==> src/rtl/dcache_port_arbiter.sv <==
// Two-requester round-robin arbiter in front of the single DCache req/ack port.
// One transaction in flight; optional watchdog forces completion of a hung access.
module dcache_port_arbiter #(
    parameter int ADDR_W      = 64,
    parameter int DATA_W      = 64,
    parameter int TIMEOUT_CYC = 0,
    parameter int CNT_W       = 16
) (
    input  logic              clk,
    input  logic              rst,
    input  logic              i_m0_req,
    input  logic [ADDR_W-1:0] i_m0_addr,
    input  logic              i_m0_op,
    input  logic [3:0]        i_m0_bytes,
    input  logic [DATA_W-1:0] i_m0_wdata,
    output logic              o_m0_ack,
    output logic [DATA_W-1:0] o_m0_rdata,
    input  logic              i_m1_req,
    input  logic [ADDR_W-1:0] i_m1_addr,
    input  logic              i_m1_op,
    input  logic [3:0]        i_m1_bytes,
    input  logic [DATA_W-1:0] i_m1_wdata,
    output logic              o_m1_ack,
    output logic [DATA_W-1:0] o_m1_rdata,
    output logic              o_dcache_req,
    output logic [ADDR_W-1:0] o_dcache_addr,
    output logic              o_dcache_op,
    output logic [3:0]        o_dcache_bytes,
    output logic [DATA_W-1:0] o_dcache_wdata,
    input  logic              i_dcache_ack,
    input  logic [DATA_W-1:0] i_dcache_rdata,
    output logic              o_timeout,
    output logic [1:0]        o_owner
);

    typedef enum logic [1:0] {
        ST_IDLE  = 2'b00,
        ST_BUSY0 = 2'b01,
        ST_BUSY1 = 2'b10
    } state_t;

    localparam bit WD_EN = (TIMEOUT_CYC > 0);
    localparam logic [CNT_W-1:0] TO_LIM = CNT_W'((TIMEOUT_CYC > 0) ? (TIMEOUT_CYC - 1) : 0);

    state_t            state_r;
    state_t            state_s;
    logic              prio_r;
    logic [CNT_W-1:0]  wd_cnt_r;
    logic              busy_s;
    logic              timeout_s;
    logic              done_s;
    logic              grant0_s;
    logic              grant1_s;

    // prio_r==0 favours port 0 on a tie, prio_r==1 favours port 1
    assign grant0_s  = i_m0_req & (~i_m1_req | ~prio_r);
    assign grant1_s  = i_m1_req & (~i_m0_req | prio_r);
    assign busy_s    = (state_r == ST_BUSY0) || (state_r == ST_BUSY1);
    assign timeout_s = WD_EN && busy_s && !i_dcache_ack && (wd_cnt_r == TO_LIM);
    assign done_s    = busy_s && (i_dcache_ack || timeout_s);
    assign o_owner   = state_r;

    // Next-state selection
    always_comb begin
        state_s = state_r;
        case (state_r)
            ST_IDLE: begin
                if (grant0_s) begin
                    state_s = ST_BUSY0;
                end else if (grant1_s) begin
                    state_s = ST_BUSY1;
                end else begin
                    state_s = ST_IDLE;
                end
            end
            ST_BUSY0, ST_BUSY1: begin
                if (done_s) begin
                    state_s = ST_IDLE;
                end else begin
                    state_s = state_r;
                end
            end
            default: state_s = ST_IDLE;
        endcase
    end

    // Completion routing: only the owner sees ack; timeout completions return zero data
    always_comb begin
        o_m0_ack   = 1'b0;
        o_m1_ack   = 1'b0;
        o_m0_rdata = '0;
        o_m1_rdata = '0;
        o_timeout  = timeout_s;
        if (state_r == ST_BUSY0) begin
            o_m0_ack   = done_s;
            o_m0_rdata = i_dcache_ack ? i_dcache_rdata : '0;
        end else if (state_r == ST_BUSY1) begin
            o_m1_ack   = done_s;
            o_m1_rdata = i_dcache_ack ? i_dcache_rdata : '0;
        end else begin
            o_m0_ack   = 1'b0;
            o_m1_ack   = 1'b0;
        end
    end

    // State and round-robin priority registers
    always_ff @(posedge clk) begin
        if (!rst) begin
            state_r <= ST_IDLE;
            prio_r  <= 1'b0;
        end else begin
            state_r <= state_s;
            if (done_s) begin
                prio_r <= (state_r == ST_BUSY0);
            end else begin
                prio_r <= prio_r;
            end
        end
    end

    // DCache request registers, latched from the winner on grant and held while busy
    always_ff @(posedge clk) begin
        if (!rst) begin
            o_dcache_req   <= 1'b0;
            o_dcache_addr  <= '0;
            o_dcache_op    <= 1'b0;
            o_dcache_bytes <= 4'd0;
            o_dcache_wdata <= '0;
        end else if (state_r == ST_IDLE) begin
            o_dcache_req <= grant0_s | grant1_s;
            if (grant0_s) begin
                o_dcache_addr  <= i_m0_addr;
                o_dcache_op    <= i_m0_op;
                o_dcache_bytes <= i_m0_bytes;
                o_dcache_wdata <= i_m0_wdata;
            end else if (grant1_s) begin
                o_dcache_addr  <= i_m1_addr;
                o_dcache_op    <= i_m1_op;
                o_dcache_bytes <= i_m1_bytes;
                o_dcache_wdata <= i_m1_wdata;
            end
        end else if (done_s) begin
            o_dcache_req <= 1'b0;
        end
    end

    // Watchdog: zero on entry to busy, counts busy cycles without completion
    always_ff @(posedge clk) begin
        if (!rst) begin
            wd_cnt_r <= '0;
        end else if (!WD_EN || !busy_s || done_s) begin
            wd_cnt_r <= '0;
        end else begin
            wd_cnt_r <= wd_cnt_r + CNT_W'(1);
        end
    end

endmodule

==> config.mk <==
export PLATFORM = sky130hd
export DESIGN_NAME = dcache_port_arbiter
export DESIGN_NICKNAME = d
export VERILOG_FILES = /design/src/rtl/dcache_port_arbiter.sv
export SDC_FILE = /design/constraint.sdc
export NUM_CORES = 1
export LEC_CHECK = 0
export BUFFER_PORTS_ARGS = -buffer_cell sky130_fd_sc_hd__buf_2
export CORE_AREA = 8 8 226 228
export DETAILED_ROUTE_END_ITERATION = 8
export DIE_AREA = 0 0 234 236
export GPL_TIMING_DRIVEN = 0
export RECOVER_POWER = 100
export SLEW_MARGIN = 20
export SYNTH_ARGS = -nofsm -noshare
export SYNTH_HDL_FRONTEND = slang
export SYNTH_SLANG_ARGS = --single-unit
==> constraint.sdc <==
create_clock -name clk -period 2.6 [get_ports clk]
set_input_delay 0.65 -clock clk [delete_from_list [all_inputs] [get_ports clk]]
set_output_delay 0.65 -clock clk [all_outputs]
set_load 0.01 [all_outputs]
==> results of run 1 <==
area by class of cell:
class,count,area [um2]
diodes,5,12.51
plain buffers,94,478.0
clock buffers,22,474.2
clock inverters,7,71.32
fillers,5415,36490
inverters,3,11.26
multi-input cells,685,3502
flip-flops and latches,137,2745
well taps,615,769.5
repair buffers,602,2790
cells by family after synthesis:
logic type               count (synthesis)  share of synthesized area [%]
AO/OA/AOI/OAI                          408                          31.10
AND/OR/NAND/NOR                        273                          20.46
flip-flops                             137                          41.19
buffers and inverters                   98                          6.633
adder cells (fa/ha/maj)                  3                         0.5638
other                                    1                        0.05632
metal layers:
| layer | global-route usage [%] | vias to the layer above | part of all wire [%] |
|---|---|---|---|
| met4 | 7.248 | 0 | 3.8 |
| met5 | 0 | - | 0 |
| met3 | 5.209 | 74 | 9.6 |
| li1 | - | 4422 | - |
| met1 | 15.49 | 4342 | 38 |
| met2 | 24.44 | 501 | 48 |
final timing paths:
check	start	to	slack, ns	cells past startpoint
worst max register to register	o_owner[0]	o_dcache_addr[30]	0.26	7
worst min-delay path	i_m1_wdata[23]	o_dcache_wdata[23]	0.41	3
worst min register to register	o_owner[1]	o_owner[1]	0.49	2
worst max-delay path	o_owner[1]	o_m0_rdata[18]	0.09	6
registers in the layout, indices dropped and copies added (netlist names):
| register | count |
|---|---|
| o_dcache_bytes | 4 |
| o_dcache_op | 1 |
| prio_r | 1 |
| o_owner | 2 |
| o_dcache_wdata | 64 |
| o_dcache_req | 1 |
| o_dcache_addr | 64 |
tightest hold or removal path, delay by kind of cell:
kind	cells	cell delay (ns)
compound gates	1	0.05
buf+inv	1	0.10
simple gates	1	0.04
stage by stage:
stage | worst slack, ns | util (%) | instances | setup TNS, ns | power [mW]
6_report | 0.08822 | 22.93 | 2170 | 0 | 6.501
5_1_grt | 0.002454 | 22.91 | 2167 | 0 | 6.852
4_1_cts | 0.007752 | 23.40 | 2166 | 0 | 6.680
3_5_place_dp | -0.3592 | 22.02 | 2134 | -22.24 | 4.235
3_3_place_gp | -0.3218 | 22.02 | 2134 | -16.76 | 4.204
2_1_floorplan | 0.5338 | - | 920 | 0 | 3.299
cell usage in the layout (no fill, tap or decap), types with 2 or more instances in the layout:
master / instances
o21ai_1: 2
dfxtp_2: 2
clkinv_2: 2
and3_1: 64
ha_1: 2
a21oi_1: 266
nand2_1: 136
buf_4: 14
o21ai_0: 131
clkbuf_4: 3
clkbuf_16: 17
clkbuf_2: 55
and2_1: 64
inv_1: 3
buf_6: 3
clkbuf_8: 5
dfxtp_1: 135
clkinvlp_4: 3
a21boi_0: 3
buf_2: 375
clkbuf_1: 245
diode_2: 5
repair_timing:
item / 4_1_cts / 5_1_grt
endpoints found under the setup margin: 127 / 71
gates cloned: 1 / 0
setup buffers: 2 / 0
pin swaps: 1 / 1
gates resized for setup: 34 / 16
hold endpoints to repair: 0 / 0
where the power goes:
group	internal, mW	switching, mW	total, mW	leakage [nW]
clock network	1.37	1.00	2.37	0.260
logic	0.599	1.04	1.64	3.69
registers	2.35	0.138	2.49	1.14
==> flow_summary_export.csv, run 1 <==
group,metric,value,unit
outcome,run_status,"finished, final reports clean",
worst_setup_path,data_required_critical_path,1.95,ns
power,irDropWorstVdd,0.4341,mV
final_layout,num-nets-final,1878,
yosys,netlist.area_leader.share,41.19,%
yosys,synth_seq_area_share,41.19,%
timing,max_slew.worst_pin.slew,1.238,ns
timing,rsz0062_at_grt,"no",
global_route,grt_first_pass_wirelength,59910,um
worst_setup_path,critical_path.slowest_cell,"dfxtp_2",
yosys,synth_area,0.006659,mm2
clock_network,clockBufferDepth,2,
yosys,synth.lib_cells_used.distinct,26,
routing,detail_route.wirelength,41520,um
place,place.detailed.hpwl,34380,um
yosys,most_instantiated_cells_after_synthesis,"a21oi_1 (266), dfxtp_1 (137), nand2_1 (137), o21ai_0 (127), and2_1 (66)",
global_route,grt_max_degree,17,
timing,hold_ws,0.4141,ns
timing,relSlewSlack,17.46,%
job,max_cap_viol_count,0,
worst_setup_path,cp_max_fanout,10,
yosys,synth_edf_count,0,
place,gp_routability_congestion,0.9718,
floorplan,fp-row-count,80,
worst_setup_path,setup.worst_path.start_class,"flop",
floorplan,die_w,234,um
timing,min_tclk_post_route,2.512,ns
clock_network,cts_tree,"yes",
place,io_buffer_count,599,
yosys,synth_ff_type,"dfxtp_1",
worst_setup_path,timing.critical_path.buf_inv,4,
worst_setup_path,timing.critical_path.max_delay_family,"buffers and inverters",
global_route,grt-ovfl-total,0,
final_layout,post_route_cells_drive_above_1_share,31.55,%
timing,timing.final.crit_share,96.61,%
floorplan,floorplan.die_area,0.05522,mm2
worst_setup_path,critPathCaptureType,"output port",
routing,routed_via_density,4.304,
clock_network,htree_levels,4,
yosys,post_synth_main_area_contributors,"dfxtp_1 (41%), a21oi_1 (20%), o21ai_0 (9.5%), nand2_1 (7.7%), and2_1 (6.2%)",
floorplan,core_area,0.04735,mm2
place,detailed_place.area,0.01043,mm2
yosys,synth_fp_nets,1258,
routing,routedWlPerCell,19.13,um
floorplan,die_ht,236,um
global_route,groute.usage.overall,14.37,%
clock_network,cts_root_buf,"clkbuf_16",
clock_network,clock_pin_slew_worst_setup_and_hold_paths,0.06,ns
power,power.density_cell_area,599.0,mW/mm2
worst_setup_path,cp.arrival,1.86,ns
routing,drc,0,
power,p_leak,5.088,nW
yosys,synthesis.area_per_instance,7.238,um2
routing,antenna_left,0,
timing,report.final.hold_viol_count,0,
yosys,synthMostInstantiatedCell,"a21oi_1",
worst_setup_path,worstSetupPathType,"reg -> out",
routing,drt_pass1_iterations,5,
worst_setup_path,crit_chain,"inv_1 -> ha_2 -> clkbuf_8 -> clkbuf_4 -> and3_1 -> buf_2",
floorplan,ioPinCount,602,
yosys,ys_async_sr_fraction,0,%
global_route,grt_antenna_before_repair,5,
global_route,grt_pass1_vias,9721,
floorplan,initial_utilization,14.06,%
clock_network,post_cts_hold_buffer_count,0,
clock_network,number_of_buffers_added_by_the_clock_tree_synthesis_step,17,
timing,finalSetupViolCount,0,
yosys,syn-instance-count,920,
final_layout,synth_to_layout_area_growth,63.00,%
worst_setup_path,critical_path.max_stage_delay,0.33,ns
final_layout,postLayoutCellArea,0.01085,mm2
clock_network,cts.sink_count,137,
yosys,count_of_yosys_warnings_during_synthesis,0,
clock_network,clk-insertion-delay-late,0.47,ns
yosys,synth-seq-cells,137,
routing,dr_total_vias,9339,
yosys,synth_area_leader_cell,"dfxtp_1",
timing,fmax,398.1,MHz
timing,finClkSkew,0.01871,ns
routing,dr.first_iter.drc_count,492,
hold_path,timing.hold.worst.class,"in -> reg",
timing,final_max_slew_viol_count,0,
Note: power is estimated with default switching activity, not from simulation.
==> run 2, diff against run 1 <==
- CORE_AREA: 8 8 226 228 -> 8 8 229 231
- DIE_AREA: 0 0 234 236 -> 0 0 237 239
==> run 2 against run 1 <==
Net effect:
- flip-flop and latch count is the same
- global-route usage decreased by 0.41 points
- clock skew shrank 0.0075 ns
- core utilization is 0.35 points lower
- first-iteration DRC count shrank 7.3%
- final cell count increased by 0.32%
- sequential share of layout area is 0.24 points lower
- clock power rose by 10%
==> flow_summary_export.csv, run 2 (synthesized netlist as in run 1, its figures left out) <==
group,metric,value,unit
worst_setup_path,critical_path.max_stage_delay,0.34,ns
routing,detail_route.wirelength,41940,um
power,p_seq_share,37.0,%
timing,final_max_slew_viol_count,0,
global_route,groute.usage.overall,13.96,%
routing,routed_via_density,4.142,
place,gp_routability_congestion,0.9523,
clock_network,cts_tree,"yes",
clock_network,number_of_buffers_added_by_the_clock_tree_synthesis_step,17,
power,internal_power,4.493,mW
power,irDropWorstVdd,0.4155,mV
global_route,grt_max_degree,17,
final_layout,num-nets-final,1878,
clock_network,clock_pin_slew_worst_setup_and_hold_paths,0.07,ns
final_layout,most-common-layout-cells,"buf_2 (460), a21oi_1 (266), clkbuf_1 (204)",
clock_network,clockBufferDepth,2,
hold_path,timing.hold.worst.class,"in -> reg",
floorplan,fp-row-count,81,
floorplan,ioPinCount,602,
power,switching_share,33.24,%
job,max_cap_viol_count,0,
worst_setup_path,setup.worst_path.start_class,"flop",
routing,antenna_left,0,
worst_setup_path,critPathCaptureType,"output port",
worst_setup_path,data_required_critical_path,1.95,ns
timing,min_tclk_post_route,2.500,ns
worst_setup_path,cp_max_fanout,10,
timing,finClkSkew,0.01118,ns
power,clock_power_share,38.8,%
power,total_power,6.729,mW
worst_setup_path,worstSetupPathType,"reg -> out",
timing,max_slew.worst_pin.slew,0.9332,ns
power,p_leak,5.321,nW
outcome,run_status,"finished, final reports clean",
global_route,grt_first_pass_wirelength,58630,um
place,place.detailed.hpwl,34300,um
place,place.detailed.instances,2141,
power,combinationalPowerShare,24.2,%
final_layout,multi_input_logic_area,0.003485,mm2
final_layout,instances_no_fill,2177,
routing,drc,0,
timing,fmax,399.9,MHz
timing,report.final.hold_viol_count,0,
worst_setup_path,timing.critical_path.buf_inv,3,
worst_setup_path,timing.critical_path.max_delay_family,"buffers and inverters",
timing,timing.final.crit_share,96.17,%
routing,routedWlPerCell,19.26,um
clock_network,clk-insertion-delay-late,0.47,ns
power,total_switching_power,2.237,mW
floorplan,floorplan.die_area,0.05664,mm2
floorplan,die_w,237,um
clock_network,cts.sink_count,137,
place,preCtsSetupSlack,-0.1523,ns
global_route,grt-ovfl-total,0,
clock_network,htree_levels,4,
timing,final.setup.worst_slack,0.09953,ns
worst_setup_path,cp.arrival,1.85,ns
timing,finalSetupViolCount,0,
final_layout,reg_top3,"o_dcache_addr x64, o_dcache_wdata x64, o_dcache_bytes x4",
final_layout,reg_area,0.002745,mm2
timing,relSlewSlack,37.79,%
clock_network,cts_root_buf,"clkbuf_16",
routing,dr.first_iter.drc_count,456,
final_layout,post_route_cells_drive_above_1_share,34.13,%
floorplan,core_area,0.04855,mm2
global_route,grt_antenna_before_repair,7,
power,power.density_cell_area,614.1,mW/mm2
worst_setup_path,crit_chain,"inv_1 -> ha_1 -> nand2_1 -> nor2_4 -> clkbuf_2 -> and2_1 -> buf_2",
routing,dr_total_vias,9018,
worst_setup_path,critical_path.slowest_cell,"dfxtp_2",
final_layout,mostFrequentLayoutCell,"buf_2",
clock_network,post_cts_hold_buffer_count,0,
final_layout,postLayoutCellArea,0.01096,mm2
place,io_buffer_count,599,
final_layout,synth_to_layout_area_growth,64.56,%
place,detailed_place.area,0.01044,mm2
routing,drt_pass1_iterations,5,
final_layout,filler_cell_count,5601,
floorplan,die_ht,239,um
floorplan,initial_utilization,13.72,%
global_route,grt_pass1_vias,8976,
## run 2: changes by cell type in the layout (fill, tap and decap cells not counted), moves of 2 or more
cell,change
diode_2,-3
clkinv_4,+3
and2_1,+2
clkbuf_8,-3
clkbuf_2,-41
buf_2,+85
bufinv_16,+2
buf_4,-4
clkbuf_1,-41
## run 2: layout make-up
cell class	count	area share, %
Antenna cell	2	0.04567
Buffer	95	4.396
Clock buffer	19	4.042
Clock inverter	13	1.564
Inverter	3	0.1028
Multi-Input combinational cell	685	31.80
Sequential cell	137	25.05
Tap cell	622	7.102
Timing Repair Buffer	601	25.90
## run 2: routing by layer
layer	wire, um	share of wire [%]	GRT usage (%)	vias to the layer above
met4	1311	3.1	6.291	8
met1	16490	39	15.15	4070
li1	-	-	-	4421
met3	3980	9.5	5.728	63
met2	20100	48	23.70	456
met5	55	0.13	0	-
## run 2: repair_timing
item / 4_1_cts / 5_1_grt
gates resized for setup: 27 / 11
pin swaps: 0 / 1
endpoints found under the setup margin: 125 / 87
buffers inserted: 0 / 1
gates cloned: 0 / 1
## run 2: worst paths after layout
check	startpoint	cells after the start	slack, ns	to
setup reg to reg	o_owner[0]	7	0.32	o_dcache_wdata[38]
hold / removal	i_m1_wdata[24]	3	0.41	o_dcache_wdata[24]
setup / recovery	o_owner[0]	7	0.1	o_m1_rdata[4]
hold reg to reg	o_owner[1]	2	0.49	o_owner[1]
## run 2: stage by stage
step	hold slack (ns)	TNS (ns)	util [%]
after floorplan	0.5113	0	-
final	0.4121	0	22.57
after detailed placement	0.4901	-8.601	21.50
after global routing	0.3800	-0.02037	22.56
after global placement	0.4880	-7.498	21.50
after CTS	0.3496	0	22.87
## run 2: power groups by stage
stage / clock, mW / sequential (mW) / combinational, mW
after floorplan: 0 / 2.62 / 0.678
after global placement: 0 / 2.51 / 1.72
after CTS: 2.71 / 2.48 / 1.73
after global routing: 2.79 / 2.51 / 1.81
final: 2.61 / 2.49 / 1.63
after detailed placement: 0 / 2.52 / 1.71
## run 2: worst register-to-register path: cells and delay by family (launching register included)
family | cells | cell delay (ns)
buf+inv | 3 | 0.86
compound gates | 3 | 0.76
flops | 1 | 0.34
fa+ha+maj | 1 | 0.26
==> run 3, diff against run 2 <==
- clock period: 2.6 -> 2.5 ns (I/O delays scaled with it)
==> run 3 against run 2 <==
Net effect:
- count of clock-buffer cells in the layout unchanged
- worst hold slack got worse by 0.023 ns
- highest routed layer unchanged
- critical path type unchanged
- via count increased by 1.3%
- global-route usage is 0.10 points higher
- flip-flop and latch count unchanged
==> flow_summary_export.csv, run 3 (synthesized netlist as in run 1, its figures left out) <==
group,metric,value,unit
outcome,run_status,"finished, final reports clean",
place,place.detailed.hpwl,34300,um
routing,dr.first_iter.drc_count,416,
clock_network,number_of_buffers_added_by_the_clock_tree_synthesis_step,17,
final_layout,reg_area,0.002750,mm2
job,max_cap_viol_count,0,
final_layout,postLayoutCellArea,0.01176,mm2
routing,met2_wirelength,20670,um
routing,detailroute.wirelength.met3,3971,um
clock_network,clockBufferDepth,2,
floorplan,initial_utilization,13.72,%
clock_network,cts_root_buf,"clkbuf_16",
final_layout,multi_input_logic_area,0.003640,mm2
final_layout,utilization,24.22,%
worst_setup_path,worstSetupPathType,"reg -> out",
final_layout,reg_top3,"o_dcache_addr x64, o_dcache_wdata x64, o_dcache_bytes x4",
timing,min_tclk_post_route,2.438,ns
routing,met1Wirelength,16610,um
final_layout,most-common-layout-cells,"buf_2 (580), a21oi_1 (266), nand2_1 (136)",
power,power.density_cell_area,605.7,mW/mm2
global_route,grt_pass1_vias,9077,
worst_setup_path,setup.worst_path.start_class,"flop",
worst_setup_path,cp.arrival,1.81,ns
routing,antenna_left,0,
worst_setup_path,cp_max_fanout,5,
power,switching_share,32.80,%
power,p_leak,6.093,nW
worst_setup_path,reg2regPathDepth,8,
timing,rsz0062_at_grt,"yes",
routing,routed_via_density,4.183,
clock_network,clk-insertion-delay-late,0.47,ns
routing,drt_pass1_iterations,5,
timing,timing.final.crit_share,97.52,%
timing,relSlewSlack,39.15,%
clock_network,htree_levels,4,
final_layout,mostFrequentLayoutCell,"buf_2",
floorplan,die_w,237,um
timing,finClkSkew,0.01171,ns
floorplan,ioPinCount,602,
floorplan,fp-row-count,81,
power,p_seq_share,36.2,%
place,io_buffer_count,599,
final_layout,post_route_cells_drive_above_1_share,48.43,%
hold_path,worst_hold_path.num_cells,3,
routing,drc,0,
timing,fmax,410.2,MHz
floorplan,die_ht,239,um
timing,hold_ws,0.3893,ns
timing,finalSetupViolCount,0,
timing,final_max_slew_viol_count,0,
power,combinationalPowerShare,25.7,%
clock_network,cts_tree,"yes",
hold_path,timing.hold.worst.class,"in -> reg",
power,total_power,7.121,mW
global_route,groute.usage.overall,14.06,%
timing,max_slew.worst_pin.slew,0.9127,ns
final_layout,num-nets-final,1886,
clock_network,post_cts_hold_buffer_count,0,
clock_network,cts.sink_count,137,
routing,dr_total_vias,9136,
global_route,grt_max_degree,17,
global_route,grt-ovfl-total,0,
final_layout,synth_to_layout_area_growth,76.55,%
routing,detail_route.wirelength,42640,um
power,irDropWorstVdd,0.4276,mV
timing,setup-tns-final,0,ns
power,clock_power_share,38.1,%
final_layout,filler_cell_count,5461,
floorplan,floorplan.die_area,0.05664,mm2
place,gp_routability_congestion,0.9523,
global_route,grt_first_pass_wirelength,59090,um
place,detailed_place.area,0.01044,mm2
floorplan,core_area,0.04855,mm2
routing,highest_metal_used,"met5",
global_route,grt_antenna_before_repair,7,
power,internal_power,4.785,mW
routing,routedWlPerCell,19.53,um
power,total_switching_power,2.335,mW
worst_setup_path,data_required_critical_path,1.88,ns
timing,report.final.hold_viol_count,0,
worst_setup_path,critPathCaptureType,"output port",
clock_network,clock_pin_slew_worst_setup_and_hold_paths,0.07,ns
## run 3: path summary, 6_finish.rpt
| check | startpoint | slack (ns) | endpoint |
|---|---|---|---|
| setup / recovery | o_owner[0] | 0.06 | o_m1_rdata[26] |
| hold / removal | i_m1_wdata[24] | 0.39 | o_dcache_wdata[24] |
| setup reg to reg | o_owner[0] | 0.23 | o_dcache_wdata[59] |
| hold reg to reg | o_dcache_req | 0.50 | o_dcache_req |
## run 3: cell type report
type / count / share of cell area, %
Antenna cell: 1 / 0.02129
Buffer: 95 / 4.417
Clock buffer: 19 / 3.768
Clock inverter: 13 / 1.458
Inverter: 3 / 0.1384
Multi-Input combinational cell: 685 / 30.96
Sequential cell: 137 / 23.39
Tap cell: 622 / 6.620
Timing Repair Buffer: 609 / 29.23
## run 3: per-layer routing
metal | global-route usage, % | up-vias
li1 | - | 4445
met1 | 15.17 | 4145
met2 | 23.99 | 473
met3 | 5.740 | 65
met4 | 6.385 | 8
met5 | 0 | -
## run 3: repair_timing
| item | CTS | global route |
|---|---|---|
| cloned | 5 | 2 |
| pin swaps | 2 | 51 |
| gates resized for setup | 59 | 118 |
| setup buffers | 4 | 1 |
| setup endpoints to repair | 129 | 116 |
## run 3: stage by stage
step,cells,worst slack (ns)
floorplan,920,0.4588
global placement,2141,-0.1893
detailed placement,2141,-0.2097
CTS,2182,-0.04948
global route,2183,-0.03974
finish,2184,0.06202
## run 3: worst max-delay path, cell delays in order, from the launching register on
cell and delay, ns:
dfxtp_4 0.37, inv_4 0.06, ha_4 0.13, nand2_2 0.06, nor2_4 0.18, clkbuf_16 0.20
buf_8 0.11, and2_4 0.14, buf_6 0.10
## run 3: power by group through the flow
stage	registers (mW)	clock network [mW]	logic [mW]
after global routing	2.61	2.90	2.01
after detailed placement	2.62	0	1.78
final	2.58	2.71	1.83
after global placement	2.61	0	1.79
after floorplan	2.73	0	0.705
after CTS	2.58	2.82	1.82
